### src/rtl/uart_pkg.sv
// Shared UART definitions: frame constants, receiver FSM states and the
// clock-divider helper used by both the receiver and the transmitter.
package uart_pkg;

  localparam int unsigned OVERSAMPLE = 16;
  localparam int unsigned DATA_BITS  = 8;
  localparam logic        IDLE_LEVEL = 1'b1;

  typedef enum logic [2:0] {
    StIdle,
    StStart,
    StData,
    StStop,
    StBreak
  } rx_state_e;

  // Oversample-tick divisor, truncated; callers must keep the result >= 1.
  function automatic int unsigned uart_div(input int unsigned clk, input int unsigned baud);
    return clk / (baud * OVERSAMPLE);
  endfunction

endpackage

### src/rtl/uart_receiver_if.sv
// Byte-side and line-side signals of the UART receiver. The receiver takes the
// master view; the consumer (and bench) takes the slave view.
interface uart_receiver_if;
  import uart_pkg::*;

  logic                 rxd;
  logic [DATA_BITS-1:0] data;
  logic                 data_valid;
  logic                 data_ack;
  logic                 overrun;
  logic                 frame_err;
  logic                 busy;

  modport master (
    input  rxd,
    input  data_ack,
    output data,
    output data_valid,
    output overrun,
    output frame_err,
    output busy
  );

  modport slave (
    output rxd,
    output data_ack,
    input  data,
    input  data_valid,
    input  overrun,
    input  frame_err,
    input  busy
  );

endinterface

### src/rtl/uart_baud_tick.sv
// Free-running divider emitting a one-cycle tick every DIV clocks; shared by
// the UART receiver and transmitter.
module uart_baud_tick #(
  parameter int unsigned DIV = 1
) (
  input  logic clk,
  input  logic rst_n,
  output logic tick
);

  localparam int unsigned     CntW    = (DIV > 1) ? $clog2(DIV) : 1;
  localparam logic [CntW-1:0] CntLast = CntW'(DIV - 1);

  logic [CntW-1:0] cnt_q, cnt_d;

  always_comb begin
    tick  = (cnt_q == CntLast);
    cnt_d = tick ? '0 : cnt_q + CntW'(1);
  end

  always_ff @(posedge clk or negedge rst_n) begin
    if (!rst_n) begin
      cnt_q <= '0;
    end else begin
      cnt_q <= cnt_d;
    end
  end

endmodule

### src/rtl/uart_receiver.sv
// 8N1 UART receiver with 16x oversampling, start-bit validation, stop-bit
// check, and a held output byte with valid/ack handshake and overrun flag.
module uart_receiver #(
  parameter int unsigned CLK_FREQ   = 50_000_000,
  parameter int unsigned BAUD       = 9600,
  parameter int unsigned OVERSAMPLE = 16
) (
  input  logic           clk,
  input  logic           rst_n,
  uart_receiver_if.master bus
);
  import uart_pkg::*;

  localparam int unsigned     DIV     = uart_div(CLK_FREQ, BAUD);
  localparam int unsigned     CntW    = $clog2(OVERSAMPLE);
  localparam logic [CntW-1:0] CntMid  = CntW'(OVERSAMPLE / 2 - 1);
  localparam logic [CntW-1:0] CntLast = CntW'(OVERSAMPLE - 1);
  localparam int unsigned     BitW    = $clog2(DATA_BITS);
  localparam logic [BitW-1:0] BitLast = BitW'(DATA_BITS - 1);

  logic                 tick;
  logic [1:0]           sync_q;
  logic                 rx_s;
  rx_state_e            state_q, state_d;
  logic [CntW-1:0]      cnt_q, cnt_d;
  logic [BitW-1:0]      bit_q, bit_d;
  logic [DATA_BITS-1:0] shift_q, shift_d;
  logic [DATA_BITS-1:0] data_q, data_d;
  logic                 valid_q, valid_d;
  logic                 overrun_q, overrun_d;
  logic                 frame_err_q, frame_err_d;
  logic                 accept;
  logic                 stop_bad;

  uart_baud_tick #(
    .DIV (DIV)
  ) u_baud_tick (
    .clk   (clk),
    .rst_n (rst_n),
    .tick  (tick)
  );

  assign rx_s = sync_q[1];

  always_ff @(posedge clk or negedge rst_n) begin
    if (!rst_n) begin
      sync_q <= {2{IDLE_LEVEL}};
    end else begin
      sync_q <= {sync_q[0], bus.rxd};
    end
  end

  // Bit framing: count oversample ticks, sample mid-bit, LSB arrives first.
  always_comb begin
    state_d  = state_q;
    cnt_d    = cnt_q;
    bit_d    = bit_q;
    shift_d  = shift_q;
    accept   = 1'b0;
    stop_bad = 1'b0;
    unique case (state_q)
      StIdle: begin
        cnt_d = '0;
        if (rx_s != IDLE_LEVEL) begin
          state_d = StStart;
        end
      end
      StStart: begin
        if (tick) begin
          if (cnt_q == CntMid) begin
            if (rx_s == IDLE_LEVEL) begin
              state_d = StIdle;
            end else begin
              cnt_d   = '0;
              bit_d   = '0;
              state_d = StData;
            end
          end else begin
            cnt_d = cnt_q + CntW'(1);
          end
        end
      end
      StData: begin
        if (tick) begin
          if (cnt_q == CntLast) begin
            cnt_d   = '0;
            shift_d = {rx_s, shift_q[DATA_BITS-1:1]};
            bit_d   = bit_q + BitW'(1);
            if (bit_q == BitLast) begin
              state_d = StStop;
            end
          end else begin
            cnt_d = cnt_q + CntW'(1);
          end
        end
      end
      StStop: begin
        if (tick) begin
          if (cnt_q == CntLast) begin
            cnt_d = '0;
            if (rx_s == IDLE_LEVEL) begin
              accept  = 1'b1;
              state_d = StIdle;
            end else begin
              stop_bad = 1'b1;
              state_d  = StBreak;
            end
          end else begin
            cnt_d = cnt_q + CntW'(1);
          end
        end
      end
      StBreak: begin
        if (rx_s == IDLE_LEVEL) begin
          state_d = StIdle;
        end
      end
      default: begin
        state_d = StIdle;
      end
    endcase
  end

  // An accept always wins over a same-cycle ack; overrun needs an unacked byte.
  always_comb begin
    data_d      = data_q;
    valid_d     = valid_q;
    overrun_d   = overrun_q;
    frame_err_d = stop_bad;
    if (accept) begin
      data_d  = shift_q;
      valid_d = 1'b1;
      if (valid_q && !bus.data_ack) begin
        overrun_d = 1'b1;
      end
    end else if (bus.data_ack) begin
      valid_d   = 1'b0;
      overrun_d = 1'b0;
    end
  end

  always_ff @(posedge clk or negedge rst_n) begin
    if (!rst_n) begin
      state_q     <= StIdle;
      cnt_q       <= '0;
      bit_q       <= '0;
      shift_q     <= '0;
      data_q      <= '0;
      valid_q     <= 1'b0;
      overrun_q   <= 1'b0;
      frame_err_q <= 1'b0;
    end else begin
      state_q     <= state_d;
      cnt_q       <= cnt_d;
      bit_q       <= bit_d;
      shift_q     <= shift_d;
      data_q      <= data_d;
      valid_q     <= valid_d;
      overrun_q   <= overrun_d;
      frame_err_q <= frame_err_d;
    end
  end

  assign bus.data       = data_q;
  assign bus.data_valid = valid_q;
  assign bus.overrun    = overrun_q;
  assign bus.frame_err  = frame_err_q;
  assign bus.busy       = (state_q != StIdle);

endmodule

### src/flat_wrapper.sv
// flat-port wrapper written by rule: the top's interface ports become plain ports
module uart_receiver_flat import uart_pkg::*;
#(
  parameter int unsigned CLK_FREQ   = 50_000_000,
  parameter int unsigned BAUD       = 9600,
  parameter int unsigned OVERSAMPLE = 16
)
  (clk, rst_n, bus_rxd, bus_data_ack, bus_data, bus_data_valid, bus_overrun, bus_frame_err, bus_busy);
  uart_receiver_if bus_i ();
  input  logic clk;
  input  logic rst_n;
  input wire logic [$bits(bus_i.rxd)-1:0] bus_rxd;
  input wire logic [$bits(bus_i.data_ack)-1:0] bus_data_ack;
  output wire logic [$bits(bus_i.data)-1:0] bus_data;
  output wire logic [$bits(bus_i.data_valid)-1:0] bus_data_valid;
  output wire logic [$bits(bus_i.overrun)-1:0] bus_overrun;
  output wire logic [$bits(bus_i.frame_err)-1:0] bus_frame_err;
  output wire logic [$bits(bus_i.busy)-1:0] bus_busy;
  assign bus_i.rxd = bus_rxd;
  assign bus_i.data_ack = bus_data_ack;
  assign bus_data = bus_i.data;
  assign bus_data_valid = bus_i.data_valid;
  assign bus_overrun = bus_i.overrun;
  assign bus_frame_err = bus_i.frame_err;
  assign bus_busy = bus_i.busy;
  uart_receiver #(.CLK_FREQ(CLK_FREQ), .BAUD(BAUD), .OVERSAMPLE(OVERSAMPLE)) u_core (.clk(clk), .rst_n(rst_n), .bus(bus_i));
endmodule
### config.mk
export PLATFORM = sky130hd
export DESIGN_NAME = uart_receiver_flat
export DESIGN_NICKNAME = d
export VERILOG_FILES = /design/src/rtl/uart_pkg.sv /design/src/rtl/uart_receiver_if.sv /design/src/rtl/uart_baud_tick.sv /design/src/rtl/uart_receiver.sv /design/src/flat_wrapper.sv
export SDC_FILE = /design/constraint.sdc
export NUM_CORES = 1
export LEC_CHECK = 0
export CAP_MARGIN = 30
export CORE_AREA = 2 2 88 48
export DETAILED_ROUTE_END_ITERATION = 10
export DIE_AREA = 0 0 90 50
export GPL_TIMING_DRIVEN = 1
export PLACE_DENSITY = 0.73
export SLEW_MARGIN = 20
export SYNTH_ARGS = -nofsm -noshare
export SYNTH_HDL_FRONTEND = slang
export SYNTH_HIERARCHICAL = 1
export SYNTH_SLANG_ARGS = --single-unit
### constraint.sdc
create_clock -name clk -period 2.37 [get_ports clk]
set_input_delay 0.237 -clock clk [delete_from_list [all_inputs] [get_ports clk]]
set_output_delay 0.237 -clock clk [all_outputs]
set_load 0.01 [all_outputs]
==> results.md <==
- Layout net count: 179
- Synth top area share: 0.519
- CTS root buf: clkbuf_8
- Hold crit path type: in2async
- CTS H-Tree Depth: 2
- Num CTS Buffers: 5
- Sum Neg Setup Slack: 0 ps
- Crit-path cells: inv_1 > ha_1 > nand4bb_1 > nor2_1 > and3_1 > nand4_1 > nor2_2 > buf_4 > mux2_2
- Global-route wire length before repair: 5650 um
- Final hold violation count: 0
- Initial antenna violation count: 0
- RSZ-0062 raised after global routing: no
- Layout area overhead: 18.6%
- Total overflow reported by the global router: 0
- Pre-CTS WS: 238 ps
- Starting DRT DRC Count: 50
- Clock Pin Slew Worst Setup and Hold Paths: 80 ps
- Site Rows: 16
- Drt pass-1 iters: 4
- Worst r2r src: u_core/u_baud_tick/cnt_q[0]$_DFF_PN0_
- P_leak: 0.982 nW
- Startpoint types: flop
- Max-Slew Margin vs Limit: 0.657
- Unique cell type count in the Yosys netlist: 41
- #FFs+latches synth: 40
- Critical Path End Type: flop
- Clock share of power: 0.432
- Yosys warns: 6
- Mean Syn Cell Area: 12.5 um^2
- Max FO, Critical Path: 11
- Sw frac: 0.198
- Largest cells by area after synthesis: dfrtp_1, mux2_4, mux2_2
- Detail Placement HPWL: 2330 um
- Largest area contributor in the netlist: dfrtp_1
- Internal power: 1.01 mW
- Via-per-instance ratio: 5.37
- # clock sinks: 40
- Layout cells sized above 1: 0.240
- DIE WIDTH: 90 um
- Maxcap violations: 0
- Fin crit share: 0.904
- Final Cell Area: 0.00217 mm^2
- Min cycle time layout: 2140 ps
- Max Slew Vio Count: 0
- RR Endpoint: u_core/shift_q[0]$_DFFE_PN0P_
- GP Congestion: 0.772
- CTS tree: yes
- Combinational fraction of design power: 0.020
- Worst-Skew Late Latency: 280 ps
- WS Path Type: reg2reg
- CP peak stage delay: 410 ps
- Least-Margin Pin Slew: 511 ps
- Reg2reg path depth: 9
- Setup slack, reg-to-reg: 230 ps
- CP top delay family: simple AND/OR/NAND/NOR gates
- Sequential share of power: 0.548
- Drt drc: 0
- N_diodes: 0
- Peak supply drop: 0.000296 V
- Skew final: 5.92 ps
- Die H: 50 um
- F_max: 0.467 GHz
- Port Buffer Count: 15
- Post-synthesis cell count: 147
- Most used DFF post-synth: dfrtp_1
- Synth Cell Area: 0.00183 mm^2
- Crit path DAT: 2310 ps
- Vias: 1209
- I/O pin count: 16
- Fillcell total: 305
- Largest net degree at the start of global routing: 41
- Bufs and invs on worst path: 2
- Final WS setup: 228 ps
- Status: completed
- Post-route ant nets: 0
- GRT Total Usage: 0.163
- WL per Instance: 14.9 um
- Placed cell area: 0.00203 mm^2
- CTS max path bufs: 2
- Post-synth ARST share: 1.00
- Vias in the first global route: 1198
- Total power per unit cell area: 577 mW/mm^2
- Post-synth EDFFs: 0
- Sequential fraction of the synthesis area: 0.547
- CP required: 2540 ps
- Die Area: 0.00450 mm^2
- Initial Util: 0.492
- Net switching power: 0.249 mW
- Synth Net Count: 156
- Drt total wl: 3350 um
- Critical-path top delay cell: dfrtp_1
- Core area: 0.00372 mm^2
- Setup-failing EPs final: 0
==> flip-flops by register name, summed over array words and instances, names as in the netlist <==
register                  flops
u_core/bus.overrun            1
u_core/cnt_q                  4
u_core/bus.frame_err          1
u_core/sync_q                 2
u_core/bus.data               8
u_core/bus.data_valid         1
u_core/u_baud_tick/cnt_q      9
u_core/bit_q                  3
u_core/shift_q                8
u_core/state_q                3
==> Yosys cell counts (3+ instances only) <==
master    number
dfrtp_1       38
nor2_1        13
mux2_2         9
mux2_4         8
inv_1          7
nand2_1        7
ha_1           5
a311oi_1       4
nand3_1        4
o21ai_0        4
a21oi_1        3
xnor2_1        3
xor2_1         3
==> cells by family (layout without fill, tap and decap cells) <==
| family | Yosys count | after routing | synth area share |
|---|---|---|---|
| flip-flops | 40 | 40 | 0.547 |
| AO/OA/AOI/OAI | 21 | 21 | 0.0812 |
| adder cells (fa/ha/maj) | 5 | 5 | 0.0341 |
| AND/OR/NAND/NOR | 44 | 44 | 0.139 |
| multiplexers | 19 | 19 | 0.132 |
| buffers and inverters | 12 | 36 | 0.0375 |
| XOR/XNOR | 6 | 6 | 0.0287 |
==> power groups by stage <==
| stage | Combinational [mW] | Clock (mW) | Sequential, mW |
|---|---|---|---|
| 2_1_floorplan | 0.00319 | 0 | 0.700 |
| 3_3_place_gp | 0.0207 | 0 | 0.701 |
| 3_5_place_dp | 0.0212 | 0 | 0.701 |
| 4_1_cts | 0.0214 | 0.562 | 0.687 |
| 5_1_grt | 0.0293 | 0.599 | 0.688 |
| 6_report | 0.0255 | 0.542 | 0.687 |
==> worst register-to-register path, cell delays in order (launching register included) <==
cell	delay, ps
dfrtp_1	410
inv_1	70
ha_1	140
nand4bb_1	100
nor2_1	250
and3_1	220
nand4_1	150
nor2_2	110
buf_4	220
mux2_2	350
==> repair_timing <==
action,in CTS,in global routing
hold buffers,0,1
setup buffers,0,0
hold endpoints to repair,0,9
gates resized for setup,0,0
==> layout make-up <==
class | count | area (um^2) | share of cell area
sequential | 40 | 1000 | 0.461
multi-input combinational | 95 | 761 | 0.350
timing repair buffer | 21 | 205 | 0.0944
clock buffer | 5 | 68.8 | 0.0316
tap | 54 | 67.6 | 0.0311
clock inverter | 3 | 42.5 | 0.0196
inverter | 7 | 26.3 | 0.0121
==> worst max-delay path by stage <==
| stage | slack (ps) | endpoint | startpoint | cells past startpoint |
|---|---|---|---|---|
| CTS | 210 | u_core/shift_q[0]$_DFFE_PN0P_ | u_core/u_baud_tick/cnt_q[0]$_DFF_PN0_ | 9 |
| floorplan | 100 | u_core/shift_q[1]$_DFFE_PN0P_ | u_core/u_baud_tick/cnt_q[0]$_DFF_PN0_ | 10 |
| global route | 40 | u_core/shift_q[0]$_DFFE_PN0P_ | u_core/u_baud_tick/cnt_q[0]$_DFF_PN0_ | 9 |
| finish | 230 | u_core/shift_q[0]$_DFFE_PN0P_ | u_core/u_baud_tick/cnt_q[0]$_DFF_PN0_ | 9 |
| global placement | 370 | u_core/bus.data[6]$_DFFE_PN0P_ | u_core/u_baud_tick/cnt_q[0]$_DFF_PN0_ | 7 |
| detailed placement | 240 | u_core/shift_q[0]$_DFFE_PN0P_ | u_core/u_baud_tick/cnt_q[0]$_DFF_PN0_ | 9 |
==> placed cells by master (no fill, tap or decap), types with 3 or more instances in the layout <==
cell type        count
nand2_1              7
ha_1                 5
xor2_1               3
mux2_2               9
clkdlybuf4s50_1     14
buf_4                4
xnor2_1              3
nor2_1              13
clkbuf_8             5
a311oi_1             4
nand3_1              4
mux2_4               8
o21ai_0              4
dfrtp_1             38
a21oi_1              3
inv_1                7
==> metal layers <==
layer,global-route usage,vias to the layer above,part of all wire
met3,0.0550,6,0.051
met2,0.254,41,0.46
met4,0.0590,0,0.011
li1,-,567,-
met1,0.215,595,0.48
met5,0,-,0
==> per-stage QoR <==
| step | util | total power [mW] | cells | hold slack [ps] |
|---|---|---|---|---|
| after floorplan | - | 0.703 | 147 | -58.6 |
| after global placement | 0.546 | 0.721 | 215 | 350 |
| after detailed placement | 0.546 | 0.722 | 215 | 352 |
| after CTS | 0.576 | 1.27 | 223 | 91.2 |
| after global routing | 0.584 | 1.32 | 225 | 337 |
| final | 0.584 | 1.26 | 225 | 359 |
Power figures use the tool's default switching activity.
